File: src/rtl/pcpu_pkg.sv
// Shared definitions for the parametrised multi-cycle CPU: opcodes, FSM states
// and the bit positions of the {C,V,N,Z} status flags.
package pcpu_pkg;

  localparam logic [3:0] OP_NOP  = 4'h0;
  localparam logic [3:0] OP_ADD  = 4'h1;
  localparam logic [3:0] OP_SUB  = 4'h2;
  localparam logic [3:0] OP_AND  = 4'h3;
  localparam logic [3:0] OP_OR   = 4'h4;
  localparam logic [3:0] OP_XOR  = 4'h5;
  localparam logic [3:0] OP_SHL  = 4'h6;
  localparam logic [3:0] OP_SHR  = 4'h7;
  localparam logic [3:0] OP_LDI  = 4'h8;
  localparam logic [3:0] OP_LD   = 4'h9;
  localparam logic [3:0] OP_ST   = 4'hA;
  localparam logic [3:0] OP_JMP  = 4'hB;
  localparam logic [3:0] OP_BZ   = 4'hC;
  localparam logic [3:0] OP_BN   = 4'hD;
  localparam logic [3:0] OP_CMP  = 4'hE;
  localparam logic [3:0] OP_HALT = 4'hF;

  typedef enum logic [2:0] {
    FETCH,
    DECODE,
    EXEC,
    MEM,
    HALT
  } state_t;

  localparam int FLAG_C = 3;
  localparam int FLAG_V = 2;
  localparam int FLAG_N = 1;
  localparam int FLAG_Z = 0;

  // Register-writing ALU ops occupy a contiguous opcode range.
  function automatic logic is_alu_op(input logic [3:0] op);
    return (op >= OP_ADD) && (op <= OP_SHR);
  endfunction

  function automatic logic sets_flags(input logic [3:0] op);
    return is_alu_op(op) || (op == OP_CMP);
  endfunction

endpackage

File: src/rtl/pcpu_alu.sv
// Combinational ALU: one result plus the C, V, N, Z flags for the ALU-class
// opcodes; SHL/SHR shift operand a by one and ignore b.
module pcpu_alu
  import pcpu_pkg::*;
#(
  parameter int DATA_W = 8
) (
  input  logic [3:0]        op,
  input  logic [DATA_W-1:0] a,
  input  logic [DATA_W-1:0] b,
  output logic [DATA_W-1:0] result,
  output logic              c,
  output logic              v,
  output logic              n,
  output logic              z
);

  localparam int MSB = DATA_W - 1;

  logic [DATA_W:0] sum;

  // NOTE: every output gets a default before the case so no path leaves a
  // value unassigned; otherwise synthesis infers a latch to hold it.
  always_comb begin
    sum    = '0;
    result = '0;
    c      = 1'b0;
    v      = 1'b0;
    case (op)
      OP_ADD: begin
        sum    = {1'b0, a} + {1'b0, b};
        result = sum[MSB:0];
        c      = sum[DATA_W];
        v      = (a[MSB] == b[MSB]) && (result[MSB] != a[MSB]);
      end
      OP_SUB, OP_CMP: begin
        // Subtract as a + ~b + 1, so carry out set means no borrow.
        sum    = {1'b0, a} + {1'b0, ~b} + (DATA_W + 1)'(1);
        result = sum[MSB:0];
        c      = sum[DATA_W];
        v      = (a[MSB] != b[MSB]) && (result[MSB] != a[MSB]);
      end
      OP_AND: result = a & b;
      OP_OR:  result = a | b;
      OP_XOR: result = a ^ b;
      OP_SHL: begin
        result = {a[MSB-1:0], 1'b0};
        c      = a[MSB];
      end
      OP_SHR: begin
        result = {1'b0, a[MSB:1]};
        c      = a[0];
      end
      default: ;
    endcase
    n = result[MSB];
    z = (result == '0);
  end

endmodule

File: src/rtl/param_mcpu.sv
// Parametrised multi-cycle CPU: FETCH/DECODE/EXEC or MEM, with request/ack
// handshakes on separate instruction and data ports and a terminal HALT state.
module param_mcpu
  import pcpu_pkg::*;
#(
  parameter int DATA_W = 8,
  parameter int ADDR_W = 8,
  parameter int NREG   = 4
) (
  input  logic              clk,
  input  logic              rst,
  output logic              imem_req,
  output logic [ADDR_W-1:0] imem_addr,
  input  logic              imem_ack,
  input  logic [15:0]       imem_data,
  output logic              dmem_req,
  output logic              dmem_we,
  output logic [ADDR_W-1:0] dmem_addr,
  output logic [DATA_W-1:0] dmem_wdata,
  input  logic              dmem_ack,
  input  logic [DATA_W-1:0] dmem_rdata,
  output logic [DATA_W-1:0] alu_result,
  output logic [3:0]        stat,
  output logic              halted
);

  state_t              state_q, state_d;
  logic [ADDR_W-1:0]   pc_q, pc_d;
  logic [15:0]         ir_q, ir_d;
  logic [DATA_W-1:0]   regs_q [NREG];
  logic [DATA_W-1:0]   regs_d [NREG];
  logic [DATA_W-1:0]   opa_q, opa_d;
  logic [DATA_W-1:0]   opb_q, opb_d;
  logic [DATA_W-1:0]   alu_result_q, alu_result_d;
  logic [3:0]          stat_q, stat_d;

  logic [3:0]          op;
  logic [1:0]          rd;
  logic [1:0]          rs;
  logic [7:0]          imm;
  logic [ADDR_W-1:0]   imm_addr;
  logic [DATA_W-1:0]   imm_data;

  logic [DATA_W-1:0]   alu_res;
  logic                alu_c, alu_v, alu_n, alu_z;

  assign op       = ir_q[15:12];
  assign rd       = ir_q[11:10];
  assign rs       = ir_q[9:8];
  assign imm      = ir_q[7:0];
  assign imm_addr = imm[ADDR_W-1:0];
  assign imm_data = DATA_W'(imm);

  pcpu_alu #(
    .DATA_W (DATA_W)
  ) u_alu (
    .op     (op),
    .a      (opa_q),
    .b      (opb_q),
    .result (alu_res),
    .c      (alu_c),
    .v      (alu_v),
    .n      (alu_n),
    .z      (alu_z)
  );

  always_comb begin
    state_d      = state_q;
    pc_d         = pc_q;
    ir_d         = ir_q;
    regs_d       = regs_q;
    opa_d        = opa_q;
    opb_d        = opb_q;
    alu_result_d = alu_result_q;
    stat_d       = stat_q;

    case (state_q)
      FETCH: begin
        if (imem_ack) begin
          ir_d    = imem_data;
          pc_d    = pc_q + ADDR_W'(1);
          state_d = DECODE;
        end
      end

      DECODE: begin
        opa_d = regs_q[rd];
        opb_d = regs_q[rs];
        case (op)
          OP_LD, OP_ST: state_d = MEM;
          OP_HALT:      state_d = HALT;
          default:      state_d = EXEC;
        endcase
      end

      EXEC: begin
        state_d = FETCH;
        if (sets_flags(op)) begin
          stat_d[FLAG_C] = alu_c;
          stat_d[FLAG_V] = alu_v;
          stat_d[FLAG_N] = alu_n;
          stat_d[FLAG_Z] = alu_z;
          alu_result_d   = alu_res;
        end
        if (is_alu_op(op)) regs_d[rd] = alu_res;
        // Branches test the flags held in stat_q, i.e. before this cycle's update.
        case (op)
          OP_LDI: regs_d[rd] = imm_data;
          OP_JMP: pc_d = imm_addr;
          OP_BZ:  if (stat_q[FLAG_Z]) pc_d = imm_addr;
          OP_BN:  if (stat_q[FLAG_N]) pc_d = imm_addr;
          default: ;
        endcase
      end

      MEM: begin
        if (dmem_ack) begin
          if (op == OP_LD) regs_d[rd] = dmem_rdata;
          state_d = FETCH;
        end
      end

      HALT: state_d = HALT;

      default: state_d = FETCH;
    endcase
  end

  // NOTE: state uses non-blocking assignments so every flop samples the
  // values from before the edge, independent of statement order.
  // NOTE: the register file is small and architecturally required to clear on
  // reset, so it is reset here like any other flop rather than left as RAM.
  always_ff @(posedge clk or posedge rst) begin
    if (rst) begin
      state_q      <= FETCH;
      pc_q         <= '0;
      ir_q         <= '0;
      for (int i = 0; i < NREG; i++) regs_q[i] <= '0;
      opa_q        <= '0;
      opb_q        <= '0;
      alu_result_q <= '0;
      stat_q       <= '0;
    end else begin
      state_q      <= state_d;
      pc_q         <= pc_d;
      ir_q         <= ir_d;
      regs_q       <= regs_d;
      opa_q        <= opa_d;
      opb_q        <= opb_d;
      alu_result_q <= alu_result_d;
      stat_q       <= stat_d;
    end
  end

  // The fetch request is gated by rst so it drops the moment reset asserts.
  assign imem_req   = (state_q == FETCH) && !rst;
  assign imem_addr  = pc_q;
  assign dmem_req   = (state_q == MEM);
  assign dmem_we    = (state_q == MEM) && (op == OP_ST);
  assign dmem_addr  = imm_addr;
  assign dmem_wdata = opa_q;
  assign alu_result = alu_result_q;
  assign stat       = stat_q;
  assign halted     = (state_q == HALT);

endmodule

File: config.mk
export PLATFORM = sky130hd
export DESIGN_NAME = param_mcpu
export DESIGN_NICKNAME = d
export VERILOG_FILES = /design/src/rtl/pcpu_pkg.sv /design/src/rtl/pcpu_alu.sv /design/src/rtl/param_mcpu.sv
export SDC_FILE = /design/constraint.sdc
export NUM_CORES = 1
export LEC_CHECK = 0
export CAP_MARGIN = 20
export CORE_AREA = 2 2 162 133
export DETAILED_ROUTE_END_ITERATION = 10
export DIE_AREA = 0 0 164 135
export PLACE_DENSITY = 0.45
export SLEW_MARGIN = 10
export SYNTH_ARGS = -nofsm -noshare
export SYNTH_HDL_FRONTEND = slang
export SYNTH_SLANG_ARGS = --single-unit
File: constraint.sdc
create_clock -name clk -period 4.6 [get_ports clk]
set_input_delay 1.38 -clock clk [delete_from_list [all_inputs] [get_ports clk]]
set_output_delay 1.38 -clock clk [all_outputs]
set_load 0.05 [all_outputs]
==> results.json <==
{
  "result_of_the_run": "finished, final reports clean",
  "ys.warnings.count": 0,
  "timing.critical_path.fanout_max": 11,
  "grt_first_pass_wirelength_um": 29300,
  "initial_core_util": 0.287,
  "syn-mean-instance-area_um2": 9.28,
  "synthDominantAreaCellType": "sky130_fd_sc_hd__dfrtp_1",
  "synth.top_cells.by_count": "sky130_fd_sc_hd__dfrtp_1, sky130_fd_sc_hd__nand2_1, sky130_fd_sc_hd__nor2_1, sky130_fd_sc_hd__o21ai_0, sky130_fd_sc_hd__a21oi_1",
  "detail_route.vias_per_cell": 5.46,
  "p_clk_frac": 0.141,
  "die_w_um": 164,
  "async_flop_share": 1.00,
  "routed.top_layer": "met4",
  "p_per_area_mw_per_mm2": 792,
  "cts-hold-fix-buffers": 0,
  "wire_per_inst_um": 19.6,
  "yosysMostFrequentCell": "sky130_fd_sc_hd__dfrtp_1",
  "dr_vias": 5152,
  "worst_path_max_stage_delay_ns": 0.80,
  "netlist.area_leader.share": 0.367,
  "cts_post_setup_buffers_inserted": 0,
  "timing.clock.skew_ns": 0.00882,
  "drc_errors": 0,
  "final_period_minus_worst_setup_slack_ns": 3.94,
  "hold_slack_ns": 0.479,
  "timing.fmax_ghz": 0.254,
  "area_delta_synth_final_pct": 20.0,
  "grt_setup_unrepaired": "no",
  "met3_routed_length_um": 1210,
  "detailed_place_hpwl_um": 13300,
  "worst-endpoint-required_ns": 3.22,
  "synth.net_count": 688,
  "net-switching-power_mw": 2.85,
  "grt_start_max_net_pins": 87,
  "p_int_mw": 2.72,
  "grt_overflow_total": 0,
  "clkSlewWorstSetupHoldPaths_ns": 0.07,
  "std_cell_rows": 47,
  "grt_pass1_vias": 5051,
  "synth-seq-cells": 86,
  "grt_antenna_before_repair": 0,
  "detail_route.wirelength.met1_um": 8880,
  "setup.worst_path.start_class": "flop",
  "place.detailed.instances": 928,
  "root_buffer": "sky130_fd_sc_hd__clkbuf_16",
  "drt_first_iter_violations": 366,
  "core_area_mm2": 0.0204,
  "numClockSinks": 86,
  "vdd_drop_max_mv": 0.346,
  "cts_max_path_buffers": 2,
  "drive_gt1_frac": 0.113,
  "slew-limit-headroom": 0.314,
  "first_pass_iters": 5,
  "fillCellCount": 2086,
  "worst-slew-pin-transition_ns": 1.03,
  "fp.dieArea_mm2": 0.0221,
  "min-delay-path-class": "flop to flop",
  "syn_area_mm2": 0.00586,
  "crit_family": "buffers and inverters",
  "total_leakage_power_nw": 2.84,
  "maxSlewViolCount": 0,
  "layout_worst_path_cycle_share": 0.857,
  "synthFlopType": "sky130_fd_sc_hd__dfrtp_1",
  "netlist_top_cells_area": "sky130_fd_sc_hd__dfrtp_1, sky130_fd_sc_hd__mux4_2, sky130_fd_sc_hd__ha_1, sky130_fd_sc_hd__nand2_1, sky130_fd_sc_hd__o21ai_0",
  "deepest_level_of_the_cts_h_tree": 3,
  "instance_count_of_the_mapped_netlist": 632,
  "cts_buf_count": 9,
  "synthDistinctLibCells": 68,
  "final-setup-viol-count": 0,
  "crit_slowest_cell": "sky130_fd_sc_hd__clkdlybuf4s50_1",
  "layout_setup_ws_ns": 0.657,
  "count_of_flip_flops_with_a_built_in_enable_after_synthesis": 0,
  "cap_violations": 0,
  "power_frac_comb": 0.592,
  "end_kind": "output pin",
  "critical_path.cell_chain": "nor2b_1 -> nand2_1 -> buf_4 -> inv_1 -> clkdlybuf4s50_1",
  "routed_wl_um": 18500,
  "report.final.hold_viol_count": 0,
  "tns_ns": 0,
  "pre_cts_ws_ns": 0.964,
  "ant_nets": 0,
  "grt_use_total": 0.174,
  "critPathBufInv": 3,
  "power.sequential.fraction": 0.268,
  "critPathArrivalTime_ns": 2.56,
  "power_mw": 5.57,
  "buffer_ports.inserted": 67,
  "cts_resized": 0,
  "swShare": 0.511,
  "critPathKind": "flop to output pin",
  "met2WireLength_um": 8150,
  "finish.net_count": 726,
  "pin_count": 68,
  "gp_routability_congestion": 0.870,
  "floorplan.die.height_um": 135,
  "layout.cells.non_filler": 944,
  "seq_area_frac_synth": 0.367,
  "clock_latency_late_sink_ns": 0.36,
  "num_antenna_cells": 0,
  "tritoncts_clock_tree": "built"
}
==> kinds of logic (layout without fill, tap and decap cells) <==
logic type,count (synthesis),in the layout,share of synthesized area
compound gates,186,186,0.216
xor+xnor,5,5,0.00747
mux,45,45,0.115
flops,86,86,0.367
fa+ha+maj,28,28,0.0623
simple gates,205,205,0.173
buf+inv,77,120,0.0598
==> through the flow <==
| step | utilization | cell area, um2 |
|---|---|---|
| 5_1_grt | 0.345 | 7030 |
| 4_1_cts | 0.345 | 7030 |
| 3_5_place_dp | 0.330 | 6730 |
| 6_report | 0.345 | 7030 |
| 2_1_floorplan | - | 5860 |
| 3_3_place_gp | 0.330 | 6730 |
==> final cells by class <==
cell class,instances,area (um2),share of cell area
well taps,269,337,0.0479
repair buffers,79,771,0.110
inverters,25,95.1,0.0135
clock buffers,9,225,0.0320
multi-input cells,469,3370,0.479
clock inverters,7,81.3,0.0116
flip-flops and latches,86,2150,0.306
==> final timing paths <==
check | start | endpoint | slack, ns | cells past startpoint
setup / recovery | state_q[1] | dmem_req | 0.66 | 5
hold / removal | stat[2] | stat[2] | 0.48 | 2
setup reg to reg | dmem_wdata[1] | stat[0] | 1.47 | 9
hold reg to reg | stat[2] | stat[2] | 0.48 | 2
max in group asynchronous | rst | opb_q[2] | 2.73 | 3
min in group asynchronous | rst | alu_result[0] | 1.50 | 3
==> placed cells by master, fill, tap and decap left out, drive strengths merged, types with 5 or more instances in the layout <==
master         synthesis  routed
dfrtp                 86      86
nand2                 71      71
clkdlybuf4s50          0      66
nor2                  49      49
o21ai                 47      47
a21oi                 34      34
inv                   25      27
ha                    26      26
a221oi                21      21
o31ai                 17      17
mux2                  17      17
mux4                  16      16
nor3                  14      14
nand2b                13      13
nor2b                 13      13
buf                   21      13
a31oi                 12      12
mux2i                 12      12
clkbuf                31       9
nand3                  8       8
a21o                   6       6
o21bai                 6       6
nand3b                 6       6
nor3b                  6       6
o21a                   5       5
==> layer usage <==
layer,GRT usage,vias up
li1,-,2386
met1,0.256,2574
met2,0.260,171
met3,0.0408,21
met4,0.0375,0
met5,0,-
==> power groups by stage <==
stage / logic (mW) / clock network (mW) / registers, mW
finish: 3.30 / 0.784 / 1.49
global route: 3.58 / 0.830 / 1.56
floorplan: 2.17 / 0 / 1.64
CTS: 3.29 / 0.806 / 1.50
global placement: 3.27 / 0 / 1.49
detailed placement: 3.28 / 0 / 1.51
==> worst reg2reg max path: stages, from the launching register on <==
cell and delay [ns]:
sky130_fd_sc_hd__dfrtp_1 0.56, sky130_fd_sc_hd__inv_1 0.11, sky130_fd_sc_hd__ha_1 0.35, sky130_fd_sc_hd__o21bai_1 0.27, sky130_fd_sc_hd__a21oi_1 0.13, sky130_fd_sc_hd__xor2_1 0.15
sky130_fd_sc_hd__a221oi_1 0.86, sky130_fd_sc_hd__nor4b_2 0.35, sky130_fd_sc_hd__nand4b_1 0.13, sky130_fd_sc_hd__o21ai_1 0.15
No activity file was read; power rests on OpenSTA's default activity.
